File: src/rtl/stopwatch_ctrl_if.sv
// Command/status bundle between the stopwatch front-end and its surroundings:
// raw buttons and timer expiry in, timer commands and indicators out.
interface stopwatch_ctrl_if;
    logic       btn_mode;
    logic       btn_add;
    logic       btn_clear;
    logic       time_up;
    logic       enable_in;
    logic       lap;
    logic       enable_dec;
    logic       clock_div;
    logic       clear;
    logic       alarm;
    logic [2:0] state_o;

    modport master (
        output btn_mode, btn_add, btn_clear, time_up,
        input  enable_in, lap, enable_dec, clock_div, clear, alarm, state_o
    );

    modport slave (
        input  btn_mode, btn_add, btn_clear, time_up,
        output enable_in, lap, enable_dec, clock_div, clear, alarm, state_o
    );
endinterface

File: src/rtl/stopwatch_ctrl.sv
// Button conditioning plus IDLE/SET/RUN/PAUSE/DONE mode FSM that drives the
// countdown timer's command strobes and a blinking expiry alarm.
module stopwatch_ctrl #(
    parameter int TICK_DIV  = 10_000_000,
    parameter int DB_CYCLES = 4
) (
    input  logic             clk,
    input  logic             nrst,
    stopwatch_ctrl_if.slave  bus
);
    localparam int TW = $clog2(TICK_DIV);
    localparam int DW = $clog2(DB_CYCLES + 1);
    localparam logic [TW-1:0] TICK_LAST = TW'(TICK_DIV - 1);
    localparam logic [DW-1:0] DB_LAST   = DW'(DB_CYCLES - 1);

    typedef enum logic [2:0] {
        S_IDLE  = 3'd0,
        S_SET   = 3'd1,
        S_RUN   = 3'd2,
        S_PAUSE = 3'd3,
        S_DONE  = 3'd4
    } state_t;

    // Button vectors are ordered {clear, add, mode}.
    logic [2:0]          w_raw;
    logic [2:0]          r_sync1;
    logic [2:0]          r_sync2;
    logic [2:0]          r_lvl;
    logic [2:0]          r_lvl_d;
    logic [2:0][DW-1:0]  r_dbcnt;
    logic [2:0]          w_press;
    logic                w_clr;
    logic                w_mode;
    logic                w_add;
    logic                w_go_idle;

    state_t              r_state;
    logic [TW-1:0]       r_tick;
    logic [TW-1:0]       w_tick_next;
    logic                w_tick_wrap;
    logic                r_enable_in;
    logic                r_enable_dec;
    logic                r_lap;
    logic                r_clock_div;
    logic                r_clear;
    logic                r_alarm;

    assign w_raw = {bus.btn_clear, bus.btn_add, bus.btn_mode};

    always_ff @(posedge clk or negedge nrst) begin
        if (!nrst) begin
            r_sync1 <= '0;
            r_sync2 <= '0;
            r_lvl   <= '0;
            r_lvl_d <= '0;
            r_dbcnt <= '0;
        end else begin
            r_sync1 <= w_raw;
            r_sync2 <= r_sync1;
            r_lvl_d <= r_lvl;
            for (int i = 0; i < 3; i++) begin
                if (r_sync2[i] == r_lvl[i]) begin
                    r_dbcnt[i] <= '0;
                end else if (r_dbcnt[i] == DB_LAST) begin
                    r_lvl[i]   <= r_sync2[i];
                    r_dbcnt[i] <= '0;
                end else begin
                    r_dbcnt[i] <= r_dbcnt[i] + DW'(1);
                end
            end
        end
    end

    // Only debounced rising edges count; the lower-priority presses are masked.
    assign w_press   = r_lvl & ~r_lvl_d;
    assign w_clr     = w_press[2];
    assign w_mode    = w_press[0] & ~w_press[2];
    assign w_add     = w_press[1] & ~w_press[0] & ~w_press[2];
    assign w_go_idle = w_clr | ((r_state == S_DONE) & w_mode);

    assign w_tick_wrap = (r_tick == TICK_LAST);
    assign w_tick_next = w_tick_wrap ? '0 : r_tick + TW'(1);

    always_ff @(posedge clk or negedge nrst) begin
        if (!nrst) begin
            r_state      <= S_IDLE;
            r_tick       <= '0;
            r_enable_in  <= 1'b0;
            r_enable_dec <= 1'b0;
            r_lap        <= 1'b0;
            r_clock_div  <= 1'b0;
            r_clear      <= 1'b0;
            r_alarm      <= 1'b0;
        end else begin
            r_lap       <= 1'b0;
            r_clock_div <= 1'b0;
            r_clear     <= 1'b0;
            if (w_go_idle) begin
                r_state      <= S_IDLE;
                r_clear      <= 1'b1;
                r_enable_in  <= 1'b0;
                r_enable_dec <= 1'b0;
                r_alarm      <= 1'b0;
                r_tick       <= '0;
            end else begin
                case (r_state)
                    S_IDLE: begin
                        if (w_mode) begin
                            r_state     <= S_SET;
                            r_enable_in <= 1'b1;
                        end
                    end
                    S_SET: begin
                        if (w_mode) begin
                            r_state      <= S_RUN;
                            r_enable_in  <= 1'b0;
                            r_enable_dec <= 1'b1;
                            r_tick       <= '0;
                        end else if (w_add) begin
                            r_lap <= 1'b1;
                        end
                    end
                    S_RUN: begin
                        if (bus.time_up) begin
                            r_state      <= S_DONE;
                            r_enable_dec <= 1'b0;
                            r_alarm      <= 1'b1;
                            r_tick       <= '0;
                        end else begin
                            // The exit cycle into PAUSE still counts, so the resumed fraction stays exact.
                            r_tick <= w_tick_next;
                            if (w_mode) begin
                                r_state      <= S_PAUSE;
                                r_enable_dec <= 1'b0;
                            end else begin
                                r_clock_div <= w_tick_wrap;
                            end
                        end
                    end
                    S_PAUSE: begin
                        if (w_mode) begin
                            r_state      <= S_RUN;
                            r_enable_dec <= 1'b1;
                        end
                    end
                    S_DONE: begin
                        r_tick <= w_tick_next;
                        if (w_tick_wrap) begin
                            r_alarm <= ~r_alarm;
                        end
                    end
                    default: begin
                        r_state      <= S_IDLE;
                        r_enable_in  <= 1'b0;
                        r_enable_dec <= 1'b0;
                        r_alarm      <= 1'b0;
                        r_tick       <= '0;
                    end
                endcase
            end
        end
    end

    assign bus.enable_in  = r_enable_in;
    assign bus.enable_dec = r_enable_dec;
    assign bus.lap        = r_lap;
    assign bus.clock_div  = r_clock_div;
    assign bus.clear      = r_clear;
    assign bus.alarm      = r_alarm;
    assign bus.state_o    = r_state;

endmodule

File: src/flat_wrapper.sv
// flat-port wrapper written by rule: the top's interface ports become plain ports
module stopwatch_ctrl_flat 
#(
    parameter int TICK_DIV  = 10_000_000,
    parameter int DB_CYCLES = 4
)
  (clk, nrst, bus_btn_mode, bus_btn_add, bus_btn_clear, bus_time_up, bus_enable_in, bus_lap, bus_enable_dec, bus_clock_div, bus_clear, bus_alarm, bus_state_o);
  stopwatch_ctrl_if bus_i ();
  input  logic clk;
  input  logic nrst;
  input wire logic [$bits(bus_i.btn_mode)-1:0] bus_btn_mode;
  input wire logic [$bits(bus_i.btn_add)-1:0] bus_btn_add;
  input wire logic [$bits(bus_i.btn_clear)-1:0] bus_btn_clear;
  input wire logic [$bits(bus_i.time_up)-1:0] bus_time_up;
  output wire logic [$bits(bus_i.enable_in)-1:0] bus_enable_in;
  output wire logic [$bits(bus_i.lap)-1:0] bus_lap;
  output wire logic [$bits(bus_i.enable_dec)-1:0] bus_enable_dec;
  output wire logic [$bits(bus_i.clock_div)-1:0] bus_clock_div;
  output wire logic [$bits(bus_i.clear)-1:0] bus_clear;
  output wire logic [$bits(bus_i.alarm)-1:0] bus_alarm;
  output wire logic [$bits(bus_i.state_o)-1:0] bus_state_o;
  assign bus_i.btn_mode = bus_btn_mode;
  assign bus_i.btn_add = bus_btn_add;
  assign bus_i.btn_clear = bus_btn_clear;
  assign bus_i.time_up = bus_time_up;
  assign bus_enable_in = bus_i.enable_in;
  assign bus_lap = bus_i.lap;
  assign bus_enable_dec = bus_i.enable_dec;
  assign bus_clock_div = bus_i.clock_div;
  assign bus_clear = bus_i.clear;
  assign bus_alarm = bus_i.alarm;
  assign bus_state_o = bus_i.state_o;
  stopwatch_ctrl #(.TICK_DIV(TICK_DIV), .DB_CYCLES(DB_CYCLES)) u_core (.clk(clk), .nrst(nrst), .bus(bus_i));
endmodule
File: config.mk
export PLATFORM = sky130hd
export DESIGN_NAME = stopwatch_ctrl_flat
export DESIGN_NICKNAME = d
export VERILOG_FILES = /design/src/rtl/stopwatch_ctrl_if.sv /design/src/rtl/stopwatch_ctrl.sv /design/src/flat_wrapper.sv
export SDC_FILE = /design/constraint.sdc
export NUM_CORES = 1
export LEC_CHECK = 0
export BUFFER_PORTS_ARGS = -buffer_cell sky130_fd_sc_hd__buf_2
export CAP_MARGIN = 20
export CORE_AREA = 2 2 78 80
export CTS_CLUSTER_SIZE = 24
export DETAILED_ROUTE_END_ITERATION = 6
export DIE_AREA = 0 0 80 82
export GPL_TIMING_DRIVEN = 0
export HOLD_SLACK_MARGIN = 0.12
export PLACE_DENSITY_LB_ADDON = 0.08
export RECOVER_POWER = 100
export SYNTH_ARGS = -nofsm -noshare
export SYNTH_HDL_FRONTEND = slang
export SYNTH_SLANG_ARGS = --single-unit
File: constraint.sdc
create_clock -name clk -period 2.25 [get_ports clk]
set_clock_uncertainty 0.05 [all_clocks]
set_input_delay 0.3375 -clock clk [delete_from_list [all_inputs] [get_ports clk]]
set_output_delay 0.3375 -clock clk [all_outputs]
set_load 0.02 [all_outputs]
==> run metrics <==
run status finished clean; met1 Usage GRT 0.273; crit path kind reg2reg; site row count 28; Die Area approximately 0.0066 sq mm; Skew-Pair Late Insertion Delay approximately 0.3 ns; R2R setup slack 0.12 ns; worst vdd ir 0.000519 V; Worst EP arrival about 2.3 ns; max-cap viol count 0; H-tree depth 2; Top FF cell, synth dfrtp_1; Seq/Total Area, Yosys 0.490; IO Pins 15; GPL Wtd Cong around 0.82; maximum number of pins on one net before global-route repair 29; P per Cell Area 950 mW/mm^2; initial antenna violation count 0; met2 Use GR 0.321; Post-synth ARST share 1.00; post-route ant nets 0; max frequency 470 MHz; CTS clk-pin slew, worst paths 0.10 ns; CTS tree yes; Final Setup Violations 0; Mapped Area around 0.0028 sq mm; Worst Reg2Reg Path Length in Cells 5; Total Neg Setup Slack 0 ns; antenna fix cells 0; clock sinks between 50 and 60; DPL Wire Length 4080 um; fin crit share 0.946; Hold Startpoint u_core.r_sync1[0]; Synth-to-Final Area Change 12.0%; dpl cells between 300 and 400; maximum fanout along the worst path 8; Pwr Total just under 3000 uW; complex-gate fraction of the synthesized area 0.173; post-synthesis adder-cell area fraction 0.0181; Total GRT Usage 0.198; Design Area, Final just over 0.003 sq mm; Worst Hold Slack a little over 0.3 ns; Synth Area in XOR/XNOR 0.00953; post-route insts no fill ~370; Iteration-0 DRC Markers around 70; number of synthesized flops with an enable pin 0; Final Slew Violations 0; FILL cells 531; post-synthesis register bit count 54; Synth Net Count ~270; Static Leak 0.00132 uW; share of layout cells above drive strength 1 0.168; IO Port Bufs 14; vias about 2100; average routed wire per standard cell between 15 and 20 um; drt total wl 5880 um; Top Usage Layer GRT met2; Slew @ Worst Pin roughly 0.68 ns; die height 82 um; DRT Pass-1 Iters 4; core box area 0.00575 sq mm; Hold EP u_core.r_sync2[0]; Initial Util 0.480; post-synthesis mux area share 0.0159; startpoint types register; vias per cell roughly 5.8; Fin. Hold Viols 0; Inserted Clock Buffers 5; area occupied by multi-input gates approximately 0.0013 sq mm; post-synthesis simple-gate area fraction 0.236; worst min path class reg2reg; leading cell type in the layout, fill and taps excluded dfrtp_1; first-pass GRT wire length 10000 um; clock root buffer master clkbuf_8; Synth cell types 57; total gr overflow 0; Hold Crit Depth 0; vias in the first global route between 2000 and 2500; placed inst area around 0.0029 sq mm; met3 usage 0.0341; syn_area_per_cell between 10 and 15 sq um; Setup crit end kind register; Final nets between 300 and 400; final critical path time including I/O delays and setup around 2.1 ns; most frequent cells in the layout dfrtp_1 (53), nand3_1 (24), a31oi_1 (21); R2R Path End u_core.r_tick[23]; r2r startpoint u_core.r_tick[3]; Die X-Extent ~80 um; Cells after Synth ~260; Max-Slew Margin vs Limit 0.545; FF+latch area 0.00135 sq mm; main combinational cell family by area after synthesis simple AND/OR/NAND/NOR gates; CP required 2.39 ns; clk buf depth 2; synth warn 0; drt drc 0
flip-flops by register name, summed over array words and instances, names as in the netlist:
| register | count |
|---|---|
| u_core.bus.clock_div | 1 |
| u_core.r_dbcnt | 9 |
| u_core.r_tick | 24 |
| u_core.bus.state_o | 3 |
| u_core.bus.alarm | 1 |
| u_core.r_sync2 | 3 |
| u_core.bus.enable_in | 1 |
| u_core.bus.lap | 1 |
| u_core.bus.enable_dec | 1 |
| u_core.bus.clear | 1 |
| u_core.r_sync1 | 3 |
| u_core.r_lvl | 3 |
| u_core.r_lvl_d | 3 |
report_power, final:
part / internal, uW / leakage [uW] / switching [uW]
Clock: 248 / 0.0000472 / 313
Sequential: 1130 / 0.000715 / 112
Combinational: 450 / 0.000561 / 681
Total: 1830 / 0.00132 / 1110
worst max-delay path: stages, from the launching register on:
cell and delay, ns:
dfrtp_1 0.48, nand4_4 0.23, nor4_4 0.53, nand4_2 0.20
o2111a_1 0.27, a221o_1 0.25
layout make-up:
cell class / instances / share of cell area
Clock buffer: 6 / 0.0267
Clock inverter: 2 / 0.00405
Multi-Input combinational cell: 185 / 0.407
Timing Repair Buffer: 21 / 0.0385
Buffer: 17 / 0.0466
Tap cell: 75 / 0.0304
Sequential cell: 54 / 0.438
Inverter: 7 / 0.00851
synthesized netlist by cell type, types with 4 or more instances:
cell type,count,area (sq um)
nor2_1,15,56.3
a41oi_1,8,70.1
nand3_1,24,120
a21oi_1,8,40.0
and4_1,5,43.8
nor2b_1,5,31.3
inv_1,7,26.3
clkbuf_1,8,30.0
ha_1,4,50.1
buf_2,4,20.0
nor4_1,4,25.0
dfrtp_1,54,1350
o21ai_0,4,20.0
nor3b_1,6,45.0
nor3_1,6,30.0
nand2_1,19,71.3
a31oi_1,21,131
per-stage QoR:
stage	utilization	setup WS (ns)
3_5_place_dp	0.512	0.0576
6_report	0.537	0.121
5_1_grt	0.537	-0.000745
3_3_place_gp	0.508	0.0784
2_1_floorplan	-	0.351
4_1_cts	0.535	0.0395
repair_timing:
item                                   in CTS  in global routing
gates resized for setup                     0                 17
endpoints found under the hold margin      29                  0
setup endpoints to repair                   0                 18
setup buffers                               0                  2
hold buffers                                4                  0
cells by family after synthesis:
logic type,Yosys count
AOI/OAI and AO/OA,64
xor gates and xnor gates,3
adders and majority gates,4
buffers and inverters,24
DFF,54
muxes,4
and+or+nand+nor,110
worst max-delay path by stage:
stage | startpoint | end | slack [ns] | cells after the start
global placement | u_core.r_lvl_d[2] | u_core.r_tick[9] | 0.08 | 6
detailed placement | u_core.r_lvl_d[2] | u_core.r_tick[10] | 0.06 | 6
finish | u_core.r_tick[3] | u_core.r_tick[23] | 0.12 | 5
CTS | u_core.r_lvl[2] | u_core.r_tick[10] | 0.04 | 6
global route | u_core.r_lvl[0] | u_core.r_tick[16] | -0.0007 | 8
floorplan | u_core.bus.state_o[1] | u_core.r_tick[20] | 0.35 | 7
routing by layer:
metal / up-vias / wire length (um) / part of all wire
li1: 1049 / - / -
met1: 1055 / 2810 / 0.48
met2: 36 / 2840 / 0.48
met3: 2 / 190 / 0.032
met4: 0 / 40 / 0.0068
met5: - / 0 / 0
No activity file was read; power rests on OpenSTA's default activity.
